[config.mk]
export PLATFORM = sky130hd
export DESIGN_NAME = wb_master_ctrl_flat
export DESIGN_NICKNAME = d
export VERILOG_FILES = /design/src/rtl/wb_master_pkg.sv /design/src/rtl/wb_master_ctrl_if.sv /design/src/rtl/wb_timeout_cnt.sv /design/src/rtl/wb_master_ctrl.sv /design/src/flat_wrapper.sv
export SDC_FILE = /design/constraint.sdc
export NUM_CORES = 1
export LEC_CHECK = 0
export BUFFER_PORTS_ARGS = -buffer_cell sky130_fd_sc_hd__buf_2
export CAP_MARGIN = 20
export CORE_ASPECT_RATIO = 1.1
export CORE_MARGIN = 2
export CORE_UTILIZATION = 47
export DETAILED_ROUTE_END_ITERATION = 16
export GPL_TIMING_DRIVEN = 0
export MAX_ROUTING_LAYER = met4
export PLACE_DENSITY = 0.81
export SLEW_MARGIN = 20
export SYNTH_ARGS = -nofsm -noshare
export SYNTH_HDL_FRONTEND = slang
export SYNTH_SLANG_ARGS = --single-unit
[constraint.sdc]
create_clock -name clk -period 3.5 [get_ports clk]
set_input_delay 0.875 -clock clk [delete_from_list [all_inputs] [get_ports clk]]
set_output_delay 0.875 -clock clk [all_outputs]
set_load 0.005 [all_outputs]
[src/rtl/wb_master_pkg.sv]
// rtl/wb_master_pkg.sv - shared state encoding, response codes and width helper
package wb_master_pkg;

  typedef enum logic [1:0] {
    ST_IDLE = 2'd0,
    ST_REQ  = 2'd1,
    ST_WAIT = 2'd2,
    ST_RSP  = 2'd3
  } wb_state_e;

  localparam logic [1:0] WB_RSP_OK      = 2'd0;
  localparam logic [1:0] WB_RSP_ERR     = 2'd1;
  localparam logic [1:0] WB_RSP_RTY     = 2'd2;
  localparam logic [1:0] WB_RSP_TIMEOUT = 2'd3;

  function automatic int clog2(input int value);
    int r;
    r = 0;
    for (int v = value - 1; v > 0; v = v >> 1) r++;
    return r;
  endfunction

endpackage

[src/rtl/wb_master_ctrl_if.sv]
// rtl/wb_master_ctrl_if.sv - command, response and Wishbone signal bundle
interface wb_master_ctrl_if #(
  parameter int WB_DATA_WIDTH = 32,
  parameter int WB_ADDR_WIDTH = 4
);
  localparam int SW = WB_DATA_WIDTH / 8;

  logic                     i_cmd_valid;
  logic                     o_cmd_ready;
  logic                     i_cmd_we;
  logic [WB_ADDR_WIDTH-1:0] i_cmd_adr;
  logic [WB_DATA_WIDTH-1:0] i_cmd_dat;
  logic [SW-1:0]            i_cmd_sel;

  logic                     o_rsp_valid;
  logic                     i_rsp_ready;
  logic [WB_DATA_WIDTH-1:0] o_rsp_dat;
  logic [1:0]               o_rsp_status;

  logic                     o_wb_cyc;
  logic                     o_wb_stb;
  logic                     o_wb_we;
  logic [WB_ADDR_WIDTH-1:0] o_wb_adr;
  logic [WB_DATA_WIDTH-1:0] o_wb_dat;
  logic [SW-1:0]            o_wb_sel;
  logic                     i_wb_stall;
  logic                     i_wb_ack;
  logic                     i_wb_err;
  logic                     i_wb_rty;
  logic [WB_DATA_WIDTH-1:0] i_wb_dat;

  modport master (
    input  i_cmd_valid, i_cmd_we, i_cmd_adr, i_cmd_dat, i_cmd_sel, i_rsp_ready,
    input  i_wb_stall, i_wb_ack, i_wb_err, i_wb_rty, i_wb_dat,
    output o_cmd_ready, o_rsp_valid, o_rsp_dat, o_rsp_status,
    output o_wb_cyc, o_wb_stb, o_wb_we, o_wb_adr, o_wb_dat, o_wb_sel
  );

  modport slave (
    output i_cmd_valid, i_cmd_we, i_cmd_adr, i_cmd_dat, i_cmd_sel, i_rsp_ready,
    output i_wb_stall, i_wb_ack, i_wb_err, i_wb_rty, i_wb_dat,
    input  o_cmd_ready, o_rsp_valid, o_rsp_dat, o_rsp_status,
    input  o_wb_cyc, o_wb_stb, o_wb_we, o_wb_adr, o_wb_dat, o_wb_sel
  );
endinterface

[src/rtl/wb_timeout_cnt.sv]
// rtl/wb_timeout_cnt.sv - saturating bus-cycle age counter
module wb_timeout_cnt
  import wb_master_pkg::*;
#(
  parameter int TIMEOUT_CYCLES = 1024
) (
  input  logic clk,
  input  logic res,
  input  logic clr,
  input  logic en,
  output logic o_expired
);
  localparam int CW = clog2(TIMEOUT_CYCLES);
  localparam logic [CW-1:0] LAST = CW'(TIMEOUT_CYCLES - 1);

  logic [CW-1:0] cnt_q, cnt_d;

  always_comb begin
    cnt_d = cnt_q;
    if (clr)
      cnt_d = '0;
    else if (en && cnt_q != LAST)
      cnt_d = cnt_q + CW'(1);
  end

  always_ff @(posedge clk or posedge res) begin
    if (res) cnt_q <= '0;
    else     cnt_q <= cnt_d;
  end

  assign o_expired = (cnt_q == LAST);
endmodule

[src/rtl/wb_master_ctrl.sv]
// rtl/wb_master_ctrl.sv - single-beat Wishbone B4 pipelined initiator
module wb_master_ctrl
  import wb_master_pkg::*;
#(
  parameter int WB_DATA_WIDTH  = 32,
  parameter int WB_ADDR_WIDTH  = 4,
  parameter int TIMEOUT_CYCLES = 1024
) (
  input logic              clk,
  input logic              res,
  wb_master_ctrl_if.master bus
);
  localparam int SW = WB_DATA_WIDTH / 8;

  wb_state_e                state_q, state_d;
  logic                     cmd_ready_q, cmd_ready_d;
  logic                     rsp_valid_q, rsp_valid_d;
  logic                     cyc_q, cyc_d;
  logic                     stb_q, stb_d;
  logic                     we_q, we_d;
  logic [WB_ADDR_WIDTH-1:0] adr_q, adr_d;
  logic [WB_DATA_WIDTH-1:0] dat_q, dat_d;
  logic [SW-1:0]            sel_q, sel_d;
  logic [WB_DATA_WIDTH-1:0] rsp_dat_q, rsp_dat_d;
  logic [1:0]               rsp_status_q, rsp_status_d;
  logic                     accept, term, expired;

  assign accept = (state_q == ST_IDLE) && bus.i_cmd_valid;
  assign term   = bus.i_wb_ack | bus.i_wb_err | bus.i_wb_rty;

  wb_timeout_cnt #(.TIMEOUT_CYCLES(TIMEOUT_CYCLES)) u_timeout (
    .clk       (clk),
    .res       (res),
    .clr       (accept),
    .en        (cyc_q),
    .o_expired (expired)
  );

  always_comb begin
    state_d      = state_q;
    we_d         = we_q;
    adr_d        = adr_q;
    dat_d        = dat_q;
    sel_d        = sel_q;
    rsp_dat_d    = rsp_dat_q;
    rsp_status_d = rsp_status_q;

    case (state_q)
      ST_IDLE: if (bus.i_cmd_valid) begin
        state_d = ST_REQ;
        we_d    = bus.i_cmd_we;
        adr_d   = bus.i_cmd_adr;
        dat_d   = bus.i_cmd_dat;
        sel_d   = bus.i_cmd_sel;
      end
      ST_REQ: begin
        if (term || expired)    state_d = ST_RSP;
        else if (!bus.i_wb_stall) state_d = ST_WAIT;
      end
      ST_WAIT: if (term || expired) state_d = ST_RSP;
      ST_RSP:  if (bus.i_rsp_ready) state_d = ST_IDLE;
      default: state_d = ST_IDLE;
    endcase

    // A termination seen in the expiry cycle still wins over the timeout.
    if ((state_q == ST_REQ || state_q == ST_WAIT) && state_d == ST_RSP) begin
      rsp_dat_d = '0;
      if (bus.i_wb_err)      rsp_status_d = WB_RSP_ERR;
      else if (bus.i_wb_rty) rsp_status_d = WB_RSP_RTY;
      else if (bus.i_wb_ack) begin
        rsp_status_d = WB_RSP_OK;
        if (!we_q) rsp_dat_d = bus.i_wb_dat;
      end
      else rsp_status_d = WB_RSP_TIMEOUT;
    end

    cmd_ready_d = (state_d == ST_IDLE);
    rsp_valid_d = (state_d == ST_RSP);
    cyc_d       = (state_d == ST_REQ) || (state_d == ST_WAIT);
    stb_d       = (state_d == ST_REQ);
  end

  always_ff @(posedge clk or posedge res) begin
    if (res) begin
      state_q      <= ST_IDLE;
      cmd_ready_q  <= 1'b1;
      rsp_valid_q  <= 1'b0;
      cyc_q        <= 1'b0;
      stb_q        <= 1'b0;
      we_q         <= 1'b0;
      adr_q        <= '0;
      dat_q        <= '0;
      sel_q        <= '0;
      rsp_dat_q    <= '0;
      rsp_status_q <= WB_RSP_OK;
    end else begin
      state_q      <= state_d;
      cmd_ready_q  <= cmd_ready_d;
      rsp_valid_q  <= rsp_valid_d;
      cyc_q        <= cyc_d;
      stb_q        <= stb_d;
      we_q         <= we_d;
      adr_q        <= adr_d;
      dat_q        <= dat_d;
      sel_q        <= sel_d;
      rsp_dat_q    <= rsp_dat_d;
      rsp_status_q <= rsp_status_d;
    end
  end

  assign bus.o_cmd_ready  = cmd_ready_q;
  assign bus.o_rsp_valid  = rsp_valid_q;
  assign bus.o_rsp_dat    = rsp_dat_q;
  assign bus.o_rsp_status = rsp_status_q;
  assign bus.o_wb_cyc     = cyc_q;
  assign bus.o_wb_stb     = stb_q;
  assign bus.o_wb_we      = we_q;
  assign bus.o_wb_adr     = adr_q;
  assign bus.o_wb_dat     = dat_q;
  assign bus.o_wb_sel     = sel_q;
endmodule

[src/flat_wrapper.sv]
// flat-port wrapper written by rule: the top's interface ports become plain ports
module wb_master_ctrl_flat import wb_master_pkg::*;
#(
  parameter int WB_DATA_WIDTH  = 32,
  parameter int WB_ADDR_WIDTH  = 4,
  parameter int TIMEOUT_CYCLES = 1024
)
  (clk, res, bus_i_cmd_valid, bus_i_cmd_we, bus_i_cmd_adr, bus_i_cmd_dat, bus_i_cmd_sel, bus_i_rsp_ready, bus_i_wb_stall, bus_i_wb_ack, bus_i_wb_err, bus_i_wb_rty, bus_i_wb_dat, bus_o_cmd_ready, bus_o_rsp_valid, bus_o_rsp_dat, bus_o_rsp_status, bus_o_wb_cyc, bus_o_wb_stb, bus_o_wb_we, bus_o_wb_adr, bus_o_wb_dat, bus_o_wb_sel);
  wb_master_ctrl_if #(.WB_DATA_WIDTH(WB_DATA_WIDTH), .WB_ADDR_WIDTH(WB_ADDR_WIDTH)) bus_i ();
  input logic clk;
  input logic res;
  input wire logic [$bits(bus_i.i_cmd_valid)-1:0] bus_i_cmd_valid;
  input wire logic [$bits(bus_i.i_cmd_we)-1:0] bus_i_cmd_we;
  input wire logic [$bits(bus_i.i_cmd_adr)-1:0] bus_i_cmd_adr;
  input wire logic [$bits(bus_i.i_cmd_dat)-1:0] bus_i_cmd_dat;
  input wire logic [$bits(bus_i.i_cmd_sel)-1:0] bus_i_cmd_sel;
  input wire logic [$bits(bus_i.i_rsp_ready)-1:0] bus_i_rsp_ready;
  input wire logic [$bits(bus_i.i_wb_stall)-1:0] bus_i_wb_stall;
  input wire logic [$bits(bus_i.i_wb_ack)-1:0] bus_i_wb_ack;
  input wire logic [$bits(bus_i.i_wb_err)-1:0] bus_i_wb_err;
  input wire logic [$bits(bus_i.i_wb_rty)-1:0] bus_i_wb_rty;
  input wire logic [$bits(bus_i.i_wb_dat)-1:0] bus_i_wb_dat;
  output wire logic [$bits(bus_i.o_cmd_ready)-1:0] bus_o_cmd_ready;
  output wire logic [$bits(bus_i.o_rsp_valid)-1:0] bus_o_rsp_valid;
  output wire logic [$bits(bus_i.o_rsp_dat)-1:0] bus_o_rsp_dat;
  output wire logic [$bits(bus_i.o_rsp_status)-1:0] bus_o_rsp_status;
  output wire logic [$bits(bus_i.o_wb_cyc)-1:0] bus_o_wb_cyc;
  output wire logic [$bits(bus_i.o_wb_stb)-1:0] bus_o_wb_stb;
  output wire logic [$bits(bus_i.o_wb_we)-1:0] bus_o_wb_we;
  output wire logic [$bits(bus_i.o_wb_adr)-1:0] bus_o_wb_adr;
  output wire logic [$bits(bus_i.o_wb_dat)-1:0] bus_o_wb_dat;
  output wire logic [$bits(bus_i.o_wb_sel)-1:0] bus_o_wb_sel;
  assign bus_i.i_cmd_valid = bus_i_cmd_valid;
  assign bus_i.i_cmd_we = bus_i_cmd_we;
  assign bus_i.i_cmd_adr = bus_i_cmd_adr;
  assign bus_i.i_cmd_dat = bus_i_cmd_dat;
  assign bus_i.i_cmd_sel = bus_i_cmd_sel;
  assign bus_i.i_rsp_ready = bus_i_rsp_ready;
  assign bus_i.i_wb_stall = bus_i_wb_stall;
  assign bus_i.i_wb_ack = bus_i_wb_ack;
  assign bus_i.i_wb_err = bus_i_wb_err;
  assign bus_i.i_wb_rty = bus_i_wb_rty;
  assign bus_i.i_wb_dat = bus_i_wb_dat;
  assign bus_o_cmd_ready = bus_i.o_cmd_ready;
  assign bus_o_rsp_valid = bus_i.o_rsp_valid;
  assign bus_o_rsp_dat = bus_i.o_rsp_dat;
  assign bus_o_rsp_status = bus_i.o_rsp_status;
  assign bus_o_wb_cyc = bus_i.o_wb_cyc;
  assign bus_o_wb_stb = bus_i.o_wb_stb;
  assign bus_o_wb_we = bus_i.o_wb_we;
  assign bus_o_wb_adr = bus_i.o_wb_adr;
  assign bus_o_wb_dat = bus_i.o_wb_dat;
  assign bus_o_wb_sel = bus_i.o_wb_sel;
  wb_master_ctrl #(.WB_DATA_WIDTH(WB_DATA_WIDTH), .WB_ADDR_WIDTH(WB_ADDR_WIDTH), .TIMEOUT_CYCLES(TIMEOUT_CYCLES)) u_core (.clk(clk), .res(res), .bus(bus_i));
endmodule
==> results.sh <==
export IMPL_drtIter0Drc=167
export IMPL_worst_slew_pin_slew_ns=0.520
export IMPL_slew_headroom_pct=65.3
export IMPL_num_antenna_cells=0
export IMPL_cp_max_fo=10
export IMPL_route_met2_wl_um=4750
export IMPL_fin_nets=611
export IMPL_hold_path_class="flop to flop"
export IMPL_p_sw_share_pct=36.5
export IMPL_cts_root_buf="clkbuf_8"
export IMPL_core_area_um2=7510
export IMPL_postSynthAreaPerCell_um2=10.4
export IMPL_die_h_um=96.5
export IMPL_via_per_inst=5.01
export IMPL_fin_util_pct=63.9
export IMPL_critPathKind="flop to flop"
export IMPL_finalMaxSlewViolations=0
export IMPL_cts_hold_buf=0
export IMPL_place_area_um2=4610
export IMPL_htreeDepth=3
export IMPL_clk_path_buf_depth=2
export IMPL_start_kind="flop"
export IMPL_hpwl_um=6670
export IMPL_critical_path_cell_chain="nand4_2 > nor3_1 > o22ai_1 > a31oi_1 > ha_1 > nand2_1 > nor4_2 > buf_2 > a22o_1"
export IMPL_p_comb_share_pct=37.5
export IMPL_clk_pin_slew_ns=0.09
export IMPL_grt_max_degree=51
export IMPL_final_area_um2=4800
export IMPL_p_switching_mw=1.44
export IMPL_drt_wl_total_um=8920
export IMPL_p_leak_nw=2.72
export IMPL_synth_area_leaders="dfrtp_1 62%, nand2_1 14%, a22o_1 7.7%"
export IMPL_powerDensity_nw_per_um2=821
export IMPL_yosysTopAreaCell="dfrtp_1"
export IMPL_endpoint_kind="flop"
export IMPL_cts_setup_buffers=0
export IMPL_finalCriticalPeriod_ns=2.99
export IMPL_grt_pass1_vias=3004
export IMPL_nFillCells=665
export IMPL_crit_slowest_cell="dfrtp_1"
export IMPL_rsz0062_at_grt="no"
export IMPL_worstPathArrival_ns=3.27
export IMPL_status="finished, final reports clean"
export IMPL_timing_fmax_ghz=0.335
export IMPL_drc=0
export IMPL_cp_required_ns=3.78
export IMPL_cap_violations=0
export IMPL_yosys_register_bits=91
export IMPL_drive_above_1_share_pct=35.6
export IMPL_place_ws_ns=0.300
export IMPL_skew_ns=0.0145
export IMPL_slowest_delay_ns=0.48
export IMPL_numCtsBuffers=9
export IMPL_grt_use_total_pct=21.9
export IMPL_ys_seq_area_share_pct=62.4
export IMPL_grt_pass1_wl_um=14000
export IMPL_whs_ns=0.471
export IMPL_ys_types=38
export IMPL_postLayoutSetupSlackWorst_ns=0.512
export IMPL_hold_violations=0
export IMPL_syn_num_nets=440
export IMPL_cts_repair_resized=0
export IMPL_top_layer_used="met4"
export IMPL_insertion_delay_ns=0.34
export IMPL_io_pins=160
export IMPL_wl_met3_um=394
export IMPL_intPower_mw=2.50
export IMPL_vias=3159
export IMPL_setup_viol=0
export IMPL_synth_top_area_share_pct=61.7
export IMPL_grt_overflow=0
export IMPL_area_growth_pct=31.4
export IMPL_synth_cells=350
export IMPL_die_width_um=88.1
export IMPL_wl_per_cell_um=14.1
export IMPL_firstDrtPassIters=4
export IMPL_syn_area_um2=3650
export IMPL_antenna_found_initial=0
export IMPL_dieArea_um2=8490
export IMPL_ys_warn_count=0
export IMPL_numPortBuffers=159
export IMPL_power_frac_seq_pct=45.7
export IMPL_pwr_share_clk_pct=16.8
export IMPL_rows=33
export IMPL_routabilityCongestion=0.852
export IMPL_antenna_left=0
export IMPL_drt_met1_wl_um=3600
export IMPL_finalCritPeriodShare_pct=85.4
export IMPL_clock_sinks=91
export IMPL_initial_core_util_pct=48.6
export IMPL_cts_tree="built"
export IMPL_peakVddDrop_uv=367
-- stage by stage --
step	setup TNS [ns]	power, mW	instances
after global routing	0	4.25	631
final	0	3.94	631
after floorplan	0	2.59	350
after global placement	-64.28	3.22	614
after detailed placement	0	3.31	615
after CTS	0	3.98	631
-- flip-flops by register name (all words and copies together), names as in the netlist --
register	flops
u_core.bus.o_wb_cyc	1
u_core.bus.o_rsp_status	2
u_core.bus.o_wb_dat	32
u_core.bus.o_wb_we	1
u_core.bus.o_wb_stb	1
u_core.state_q	2
u_core.u_timeout.cnt_q	10
u_core.bus.o_cmd_ready	1
u_core.bus.o_wb_sel	4
u_core.bus.o_rsp_valid	1
u_core.bus.o_wb_adr	4
u_core.bus.o_rsp_dat	32
-- cell type report --
type	count	area [um2]	share of cell area [%]
tap	105	131	2.74
buffer	16	63.8	1.33
sequential	91	2280	47.5
clock inverter	5	37.5	0.782
inverter	4	17.5	0.365
clock buffer	11	151	3.16
multi-input combinational	239	1290	27.0
timing repair buffer	160	823	17.2
-- power by group through the flow --
stage | Sequential, mW | Clock, mW | Combinational, mW
after floorplan | 1.83 | 0 | 0.755
after global placement | 1.79 | 0 | 1.43
after detailed placement | 1.81 | 0 | 1.50
after CTS | 1.80 | 0.680 | 1.50
after global routing | 1.86 | 0.723 | 1.66
final | 1.80 | 0.661 | 1.48
-- path summary, 6_finish.rpt --
path                                                       startpoint                                   end  cells past startpoint  slack (ns)
worst max-delay path            u_core.u_timeout.cnt_q[4]$_DFFE_PP0P_  u_core.bus.o_rsp_dat[15]$_DFFE_PP0P_                      9        0.51
worst min-delay path               u_core.bus.o_wb_adr[1]$_DFFE_PP0P_    u_core.bus.o_wb_adr[1]$_DFFE_PP0P_                      2        0.47
worst max register to register  u_core.u_timeout.cnt_q[4]$_DFFE_PP0P_  u_core.bus.o_rsp_dat[15]$_DFFE_PP0P_                      9        0.51
worst min register to register     u_core.bus.o_wb_adr[1]$_DFFE_PP0P_    u_core.bus.o_wb_adr[1]$_DFFE_PP0P_                      2        0.47
max in group asynchronous                                         res    u_core.bus.o_wb_dat[1]$_DFFE_PP0P_                      3        2.30
min in group asynchronous                                         res  u_core.bus.o_rsp_dat[20]$_DFFE_PP0P_                      2        0.57
-- cell usage after synthesis --
library cell and n:
nand3_1 7, dfrtp_1 90, o21ai_0 6, nand4_1 1, buf_2 3, a41o_1 1, clkbuf_1 11, nand2_2 1
o22a_1 1, a31oi_1 3, ha_1 9, and4_1 1, xnor2_1 1, or4_1 2, nand2b_1 1, buf_1 2
o311ai_0 1, o211ai_1 1, dfstp_2 1, o22ai_1 2, nor2b_1 1, and4_4 1, or3_1 3, nand4_2 1
nand2_1 135, o41ai_1 2, and3_1 2, nor4_2 1, nor3_2 1, and2_1 1, o31ai_1 2, a21oi_1 5
nor3_1 2, a22o_1 32, a31o_2 1, xor2_1 1, inv_1 4, nor2_1 10
-- kinds of logic (layout without fill, tap and decap cells) --
family,count (synthesis),in the layout,synth area share [%]
buffers and inverters,20,196,2.16
AOI/OAI and AO/OA,57,57,12.1
and+or+nand+nor,171,171,19.8
adders and majority gates,9,9,3.08
DFF,91,91,62.4
xor gates and xnor gates,2,2,0.480
-- routing by layer --
metal  up-vias  track usage [%]
li1       1528                -
met1      1512             27.1
met2       104             36.1
met3        15             3.31
met4         0             9.47
met5         -                -
-- layout by cell type (no fill, tap or decap), types with 2 or more instances in the layout --
cell type     n
or4_1         2
nor2_1       10
a31oi_1       3
or3_1         3
o31ai_1       2
buf_1         2
clkinv_4      2
o21ai_0       6
o22ai_1       2
a22o_1       32
clkinvlp_4    2
dfrtp_1      90
nand2_1     135
o41ai_1       2
buf_2       162
inv_1         3
and3_1        2
nand3_1       7
clkbuf_8     11
a21oi_1       5
clkbuf_1     11
ha_1          9
nor3_1        2
-- critical path, delay by kind of cell (launching register included) --
kind	cells	cell delay (ns)
flip-flops	1	0.48
adder cells (fa/ha/maj)	1	0.25
AO/OA/AOI/OAI	3	0.69
buffers and inverters	1	0.30
AND/OR/NAND/NOR	4	1.22
No activity file was read; power rests on OpenSTA's default activity.
